### config.mk
export PLATFORM = sky130hd
export DESIGN_NAME = axi_miss_refill_flat
export DESIGN_NICKNAME = d
export VERILOG_FILES = /design/src/rtl/axi_miss_refill_if.sv /design/src/rtl/axi_miss_refill.sv /design/src/flat_wrapper.sv
export SDC_FILE = /design/constraint.sdc
export NUM_CORES = 1
export LEC_CHECK = 0
export ABC_AREA = 1
export CAP_MARGIN = 20
export CORE_AREA = 2 2 98 100
export CTS_BUF_LIST = sky130_fd_sc_hd__clkbuf_8
export CTS_CLUSTER_SIZE = 10
export DETAILED_ROUTE_END_ITERATION = 12
export DIE_AREA = 0 0 100 102
export PLACE_DENSITY = 0.75
export SETUP_SLACK_MARGIN = 0.2
export SYNTH_ARGS = -nofsm -noshare
export SYNTH_HDL_FRONTEND = slang
export SYNTH_SLANG_ARGS = --single-unit
### constraint.sdc
create_clock -name clk -period 2.7 [get_ports clk]
set_input_delay 0.27 -clock clk [delete_from_list [all_inputs] [get_ports clk]]
set_output_delay 0.27 -clock clk [all_outputs]
set_load 0.05 [all_outputs]
### src/rtl/axi_miss_refill_if.sv
// AXI4 read-address and read-data channels between the refill engine and memory.
// The engine is the master; the interconnect or memory model is the slave.
interface axi_miss_refill_if #(
    parameter int unsigned ADDR_W = 32,
    parameter int unsigned DATA_W = 64
);
    logic              m_axi_arvalid;
    logic              m_axi_arready;
    logic [ADDR_W-1:0] m_axi_araddr;
    logic [7:0]        m_axi_arlen;
    logic [2:0]        m_axi_arsize;
    logic [1:0]        m_axi_arburst;
    logic              m_axi_rvalid;
    logic              m_axi_rready;
    logic [DATA_W-1:0] m_axi_rdata;
    logic [1:0]        m_axi_rresp;
    logic              m_axi_rlast;

    modport master (
        output m_axi_arvalid, m_axi_araddr, m_axi_arlen, m_axi_arsize, m_axi_arburst,
        output m_axi_rready,
        input  m_axi_arready, m_axi_rvalid, m_axi_rdata, m_axi_rresp, m_axi_rlast
    );

    modport slave (
        input  m_axi_arvalid, m_axi_araddr, m_axi_arlen, m_axi_arsize, m_axi_arburst,
        input  m_axi_rready,
        output m_axi_arready, m_axi_rvalid, m_axi_rdata, m_axi_rresp, m_axi_rlast
    );
endinterface

### src/rtl/axi_miss_refill.sv
// Cache-line refill engine: serialises lane 1 / lane 2 misses into single AXI4 INCR
// read bursts and streams the returned beats into the requesting lane's cache.
module axi_miss_refill #(
    parameter int unsigned ADDR_W     = 32,
    parameter int unsigned DATA_W     = 64,
    parameter int unsigned LINE_BEATS = 4
) (
    input  logic                          clk,
    input  logic                          rst_n,
    input  logic                          miss1_i,
    input  logic [ADDR_W-1:0]             miss_addr1_i,
    input  logic                          miss2_i,
    input  logic [ADDR_W-1:0]             miss_addr2_i,
    output logic                          Stall_miss1,
    output logic                          Stall_miss2,
    output logic                          fill_we,
    output logic                          fill_lane,
    output logic [$clog2(LINE_BEATS)-1:0] fill_beat,
    output logic [DATA_W-1:0]             fill_data,
    output logic                          fill_done,
    output logic                          fill_err,
    axi_miss_refill_if.master             axi
);
    localparam int unsigned BeatW = $clog2(LINE_BEATS);
    localparam int unsigned OffW  = $clog2(LINE_BEATS * DATA_W / 8);
    localparam logic [BeatW-1:0]  LastBeat = BeatW'(LINE_BEATS - 1);
    localparam logic [ADDR_W-1:0] LineMask = ~ADDR_W'((64'd1 << OffW) - 64'd1);

    typedef enum logic [1:0] {StIdle, StAr, StR, StDone} state_e;

    state_e            state_q, state_d;
    logic              cur_lane_q, cur_lane_d;
    logic [ADDR_W-1:0] line_addr_q, line_addr_d;
    logic [BeatW-1:0]  beat_cnt_q, beat_cnt_d;
    logic              err_q, err_d;

    always_ff @(posedge clk or negedge rst_n) begin
        if (!rst_n) begin
            state_q     <= StIdle;
            cur_lane_q  <= 1'b0;
            line_addr_q <= '0;
            beat_cnt_q  <= '0;
            err_q       <= 1'b0;
        end else begin
            state_q     <= state_d;
            cur_lane_q  <= cur_lane_d;
            line_addr_q <= line_addr_d;
            beat_cnt_q  <= beat_cnt_d;
            err_q       <= err_d;
        end
    end

    always_comb begin
        state_d     = state_q;
        cur_lane_d  = cur_lane_q;
        line_addr_d = line_addr_q;
        beat_cnt_d  = beat_cnt_q;
        err_d       = err_q;
        unique case (state_q)
            StIdle: begin
                beat_cnt_d = '0;
                err_d      = 1'b0;
                // Lane 1 holds the older instruction, so it wins a simultaneous miss.
                if (miss1_i) begin
                    cur_lane_d  = 1'b0;
                    line_addr_d = miss_addr1_i & LineMask;
                    state_d     = StAr;
                end else if (miss2_i) begin
                    cur_lane_d  = 1'b1;
                    line_addr_d = miss_addr2_i & LineMask;
                    state_d     = StAr;
                end
            end
            StAr: begin
                if (axi.m_axi_arready) state_d = StR;
            end
            StR: begin
                if (axi.m_axi_rvalid) begin
                    // Saturate: surplus beats before rlast overwrite the last index.
                    if (beat_cnt_q != LastBeat) beat_cnt_d = beat_cnt_q + 1'b1;
                    err_d = err_q | (axi.m_axi_rresp != 2'b00);
                    if (axi.m_axi_rlast) state_d = StDone;
                end
            end
            StDone: state_d = StIdle;
            default: state_d = StIdle;
        endcase
    end

    assign axi.m_axi_arvalid = (state_q == StAr);
    assign axi.m_axi_araddr  = line_addr_q;
    assign axi.m_axi_arlen   = 8'(LINE_BEATS - 1);
    assign axi.m_axi_arsize  = 3'($clog2(DATA_W / 8));
    assign axi.m_axi_arburst = 2'b01;
    assign axi.m_axi_rready  = (state_q == StR);

    assign fill_we   = (state_q == StR) && axi.m_axi_rvalid;
    assign fill_lane = cur_lane_q;
    assign fill_beat = beat_cnt_q;
    assign fill_data = axi.m_axi_rdata;
    assign fill_done = (state_q == StDone);
    assign fill_err  = (state_q == StDone) && err_q;

    assign Stall_miss1 = miss1_i && !((state_q == StDone) && !cur_lane_q);
    assign Stall_miss2 = miss2_i && !((state_q == StDone) && cur_lane_q);
endmodule
### src/flat_wrapper.sv
// flat-port wrapper written by rule: the top's interface ports become plain ports
module axi_miss_refill_flat 
#(
    parameter int unsigned ADDR_W     = 32,
    parameter int unsigned DATA_W     = 64,
    parameter int unsigned LINE_BEATS = 4
)
  (clk, rst_n, miss1_i, miss_addr1_i, miss2_i, miss_addr2_i, Stall_miss1, Stall_miss2, fill_we, fill_lane, fill_beat, fill_data, fill_done, fill_err, axi_m_axi_arvalid, axi_m_axi_araddr, axi_m_axi_arlen, axi_m_axi_arsize, axi_m_axi_arburst, axi_m_axi_rready, axi_m_axi_arready, axi_m_axi_rvalid, axi_m_axi_rdata, axi_m_axi_rresp, axi_m_axi_rlast);
  axi_miss_refill_if #(.ADDR_W(ADDR_W), .DATA_W(DATA_W)) axi_i ();
  input  logic clk;
  input  logic rst_n;
  input  logic miss1_i;
  input  logic [ADDR_W-1:0] miss_addr1_i;
  input  logic miss2_i;
  input  logic [ADDR_W-1:0] miss_addr2_i;
  output logic Stall_miss1;
  output logic Stall_miss2;
  output logic fill_we;
  output logic fill_lane;
  output logic [$clog2(LINE_BEATS)-1:0] fill_beat;
  output logic [DATA_W-1:0] fill_data;
  output logic fill_done;
  output logic fill_err;
  output wire logic [$bits(axi_i.m_axi_arvalid)-1:0] axi_m_axi_arvalid;
  output wire logic [$bits(axi_i.m_axi_araddr)-1:0] axi_m_axi_araddr;
  output wire logic [$bits(axi_i.m_axi_arlen)-1:0] axi_m_axi_arlen;
  output wire logic [$bits(axi_i.m_axi_arsize)-1:0] axi_m_axi_arsize;
  output wire logic [$bits(axi_i.m_axi_arburst)-1:0] axi_m_axi_arburst;
  output wire logic [$bits(axi_i.m_axi_rready)-1:0] axi_m_axi_rready;
  input wire logic [$bits(axi_i.m_axi_arready)-1:0] axi_m_axi_arready;
  input wire logic [$bits(axi_i.m_axi_rvalid)-1:0] axi_m_axi_rvalid;
  input wire logic [$bits(axi_i.m_axi_rdata)-1:0] axi_m_axi_rdata;
  input wire logic [$bits(axi_i.m_axi_rresp)-1:0] axi_m_axi_rresp;
  input wire logic [$bits(axi_i.m_axi_rlast)-1:0] axi_m_axi_rlast;
  assign axi_m_axi_arvalid = axi_i.m_axi_arvalid;
  assign axi_m_axi_araddr = axi_i.m_axi_araddr;
  assign axi_m_axi_arlen = axi_i.m_axi_arlen;
  assign axi_m_axi_arsize = axi_i.m_axi_arsize;
  assign axi_m_axi_arburst = axi_i.m_axi_arburst;
  assign axi_m_axi_rready = axi_i.m_axi_rready;
  assign axi_i.m_axi_arready = axi_m_axi_arready;
  assign axi_i.m_axi_rvalid = axi_m_axi_rvalid;
  assign axi_i.m_axi_rdata = axi_m_axi_rdata;
  assign axi_i.m_axi_rresp = axi_m_axi_rresp;
  assign axi_i.m_axi_rlast = axi_m_axi_rlast;
  axi_miss_refill #(.ADDR_W(ADDR_W), .DATA_W(DATA_W), .LINE_BEATS(LINE_BEATS)) u_core (.clk(clk), .rst_n(rst_n), .miss1_i(miss1_i), .miss_addr1_i(miss_addr1_i), .miss2_i(miss2_i), .miss_addr2_i(miss_addr2_i), .Stall_miss1(Stall_miss1), .Stall_miss2(Stall_miss2), .fill_we(fill_we), .fill_lane(fill_lane), .fill_beat(fill_beat), .fill_data(fill_data), .fill_done(fill_done), .fill_err(fill_err), .axi(axi_i));
endmodule
==> flow_summary_export.csv <==
group,metric,value,unit
floorplan,initial_core_util,26.15,%
timing,min_period,2.296,ns
worst_setup_path,criticalPathCategory,"reg2out",
cells_and_area,finish.net_count,463,
cells_and_area,regArea,825.8,um2
timing,setup_viol,0,
placement,hpwl,4569,um
yosys,synth_area,2382,um2
worst_setup_path,cp_max_fo,4,
cells_and_area,fill_cells,957,
pwr,total_power,0.003452,W
cells_and_area,instances_no_fill,432,
hold_path,hold_path.class,"in2async",
cells_and_area,drive_gt1_share,5.625,%
cells_and_area,final_common_cell,"clkdlybuf4s50_1",
floorplan,num_rows,35,
timing,setup_tns,0,ns
routing,totalWireLength,5743,um
worst_setup_path,endpoint_kind,"output port",
clocking,cts.htree.levels,2,
placement,dp_cells,424,
pwr,power.leakage,1.262,nW
timing,slew_headroom,47.86,%
routing,wl_per_cell,13.29,um
routing,vias_per_cell,4.222,
timing,rsz0062_at_grt,"no",
placement,dp_slack,0.5619,ns
timing,hold_viol_final,0,
clocking,clk_pin_slew,0.07,ns
clocking,cts_tree,"yes",
routing,drt_iter0_markers,34,
global_route,grt_start_max_net_pins,34,
clocking,cts_sinks,33,
placement,port_buffers,99,
clocking,cts_resized,0,
run,drv_cap,0,
global_route,grt_pass1_wl,8866,um
global_route,grt_overflow,0,
global_route,grtUsageTotal,10.98,%
outcome,status,"completed",
cells_and_area,utilization,32.69,%
floorplan,io_pins,256,
cells_and_area,layout_common_cells,"97 x clkdlybuf4s50_1, 57 x nor2_1, 33 x dfrtp_1",
pwr,p_per_area,1159,nW/um2
timing,tightest_slew,0.7821,ns
pwr,vdd_drop_max,0.0003858,V
timing,setup_ws,0.4039,ns
timing,skew,0.004352,ns
yosys,avgSynthCellArea,8.272,um2
worst_setup_path,critical_path_required,2.43,ns
yosys,ys_seq_elements,33,
worst_setup_path,cp-start-kind,"flip-flop",
floorplan,die_area,10200,um2
cells_and_area,syn_to_final_growth,25.00,%
timing,period_share,85.04,%
floorplan,die_y,102,um
worst_setup_path,arrival,2.03,ns
clocking,cts_buffers,5,
timing,slew_viol_final,0,
clocking,hold_buffers,0,
global_route,grt_pass1_vias,1812,
worst_setup_path,r2r_setup_slack,1.04,ns
yosys,yosysWarnings,0,
clocking,clk_latency,0.28,ns
global_route,antenna_found_initial,1,
routing,first_pass_iters,4,
clocking,cts-root-buf,"clkbuf_8",
floorplan,die_w,100,um
routing,final_antenna_net_count,0,
clocking,cts_buffer_depth,2,
floorplan,core,9109,um2
yosys,synthCells,288,
placement,finalWeightedCongestion,0.6907,
timing,fmax,435.5,MHz
routing,vias,1824,
routing,drc,0,
clocking,postCtsSetupBuffers,0,
yosys,synth_cell_types,21,
yosys,ys_seq_area_share,34.66,%
cells_and_area,multi_input_area,849.6,um2
## path summary, 6_finish.rpt
path	end	from	cells past startpoint
max in group asynchronous	u_core.axi.m_axi_araddr[21]$_DFFE_PN0P_	rst_n	1
worst min-delay path	u_core.axi.m_axi_araddr[8]$_DFFE_PN0P_	rst_n	1
worst max register to register	u_core.axi.m_axi_araddr[16]$_DFFE_PN0P_	u_core.state_q[0]$_DFFE_PN0P_	7
worst min register to register	u_core.axi.m_axi_araddr[18]$_DFFE_PN0P_	u_core.axi.m_axi_araddr[18]$_DFFE_PN0P_	1
min in group clk	u_core.axi.m_axi_araddr[18]$_DFFE_PN0P_	u_core.axi.m_axi_araddr[18]$_DFFE_PN0P_	1
worst max-delay path	fill_we	u_core.state_q[0]$_DFFE_PN0P_	5
## routing by layer
layer	track usage [%]	share of wire [%]	vias to the layer above
li1	-	-	879
met4	4.953	1.8	0
met1	11.95	39	827
met3	4.788	10	24
met5	0	0	-
met2	18.66	49	94
## cells in the mapped netlist
cell type | n | area (um2)
o21ai_0 | 18 | 90.09
inv_2 | 1 | 3.750
a21boi_0 | 1 | 7.510
nand2_1 | 13 | 48.80
o21ai_2 | 3 | 26.28
nor2_2 | 1 | 6.260
o21a_1 | 27 | 202.7
nor2_1 | 57 | 214.0
buf_2 | 2 | 10.01
clkbuf_1 | 1 | 3.750
o21ai_1 | 8 | 40.04
inv_1 | 12 | 45.04
buf_4 | 84 | 630.6
o21bai_1 | 2 | 15.01
ha_1 | 6 | 75.07
conb_1 | 2 | 7.510
or2_2 | 1 | 6.260
nand3_1 | 5 | 25.02
dfrtp_1 | 33 | 825.8
buf_6 | 7 | 78.83
a21oi_1 | 4 | 20.02
## layout make-up
class                      instances  share of cell area, %
multi-input combinational        164                  28.53
clock inverter                     1                 0.1261
sequential                        33                  27.73
clock buffer                       6                  2.773
inverter                          13                  1.639
tap                              111                  4.664
timing repair buffer             103                  34.45
antenna                            1                0.08403
## power breakdown
group	internal (W)	total, W	switching (W)
Clock	0.000199	0.000378	0.000179
Combinational	0.000779	0.00220	0.00143
Sequential	0.000734	0.000869	0.000136
## registers in the layout, summed over array words and instances (netlist names)
register	count
u_core.fill_beat	2
u_core.axi.m_axi_araddr	27
u_core.state_q	2
u_core.fill_lane	1
u_core.err_q	1
## worst max-delay path, cell delays in order (launching register included)
cell             delay, ns
dfrtp_1               0.43
inv_1                 0.12
ha_1                  0.21
nand2_1               0.09
inv_1                 0.09
clkdlybuf4s50_1       0.81
## logic make-up (layout without fill, tap and decap cells)
group,Yosys count,after routing,share of synthesized area [%]
AND/OR/NAND/NOR,77,77,12.61
other,2,19,0.3152
flip-flops,33,33,34.66
AO/OA/AOI/OAI,63,63,16.86
adder cells (fa/ha/maj),6,6,3.151
buffers and inverters,107,123,32.41
## per-stage QoR
stage                     hold WS, ns  area [um2]
after floorplan              -0.02559        2442
after global placement         0.3943        2889
after detailed placement       0.4115        2889
after CTS                     0.09615        2975
after global routing           0.1221        2975
final                         0.06822        2978
Note: power is estimated with default switching activity, not from simulation.
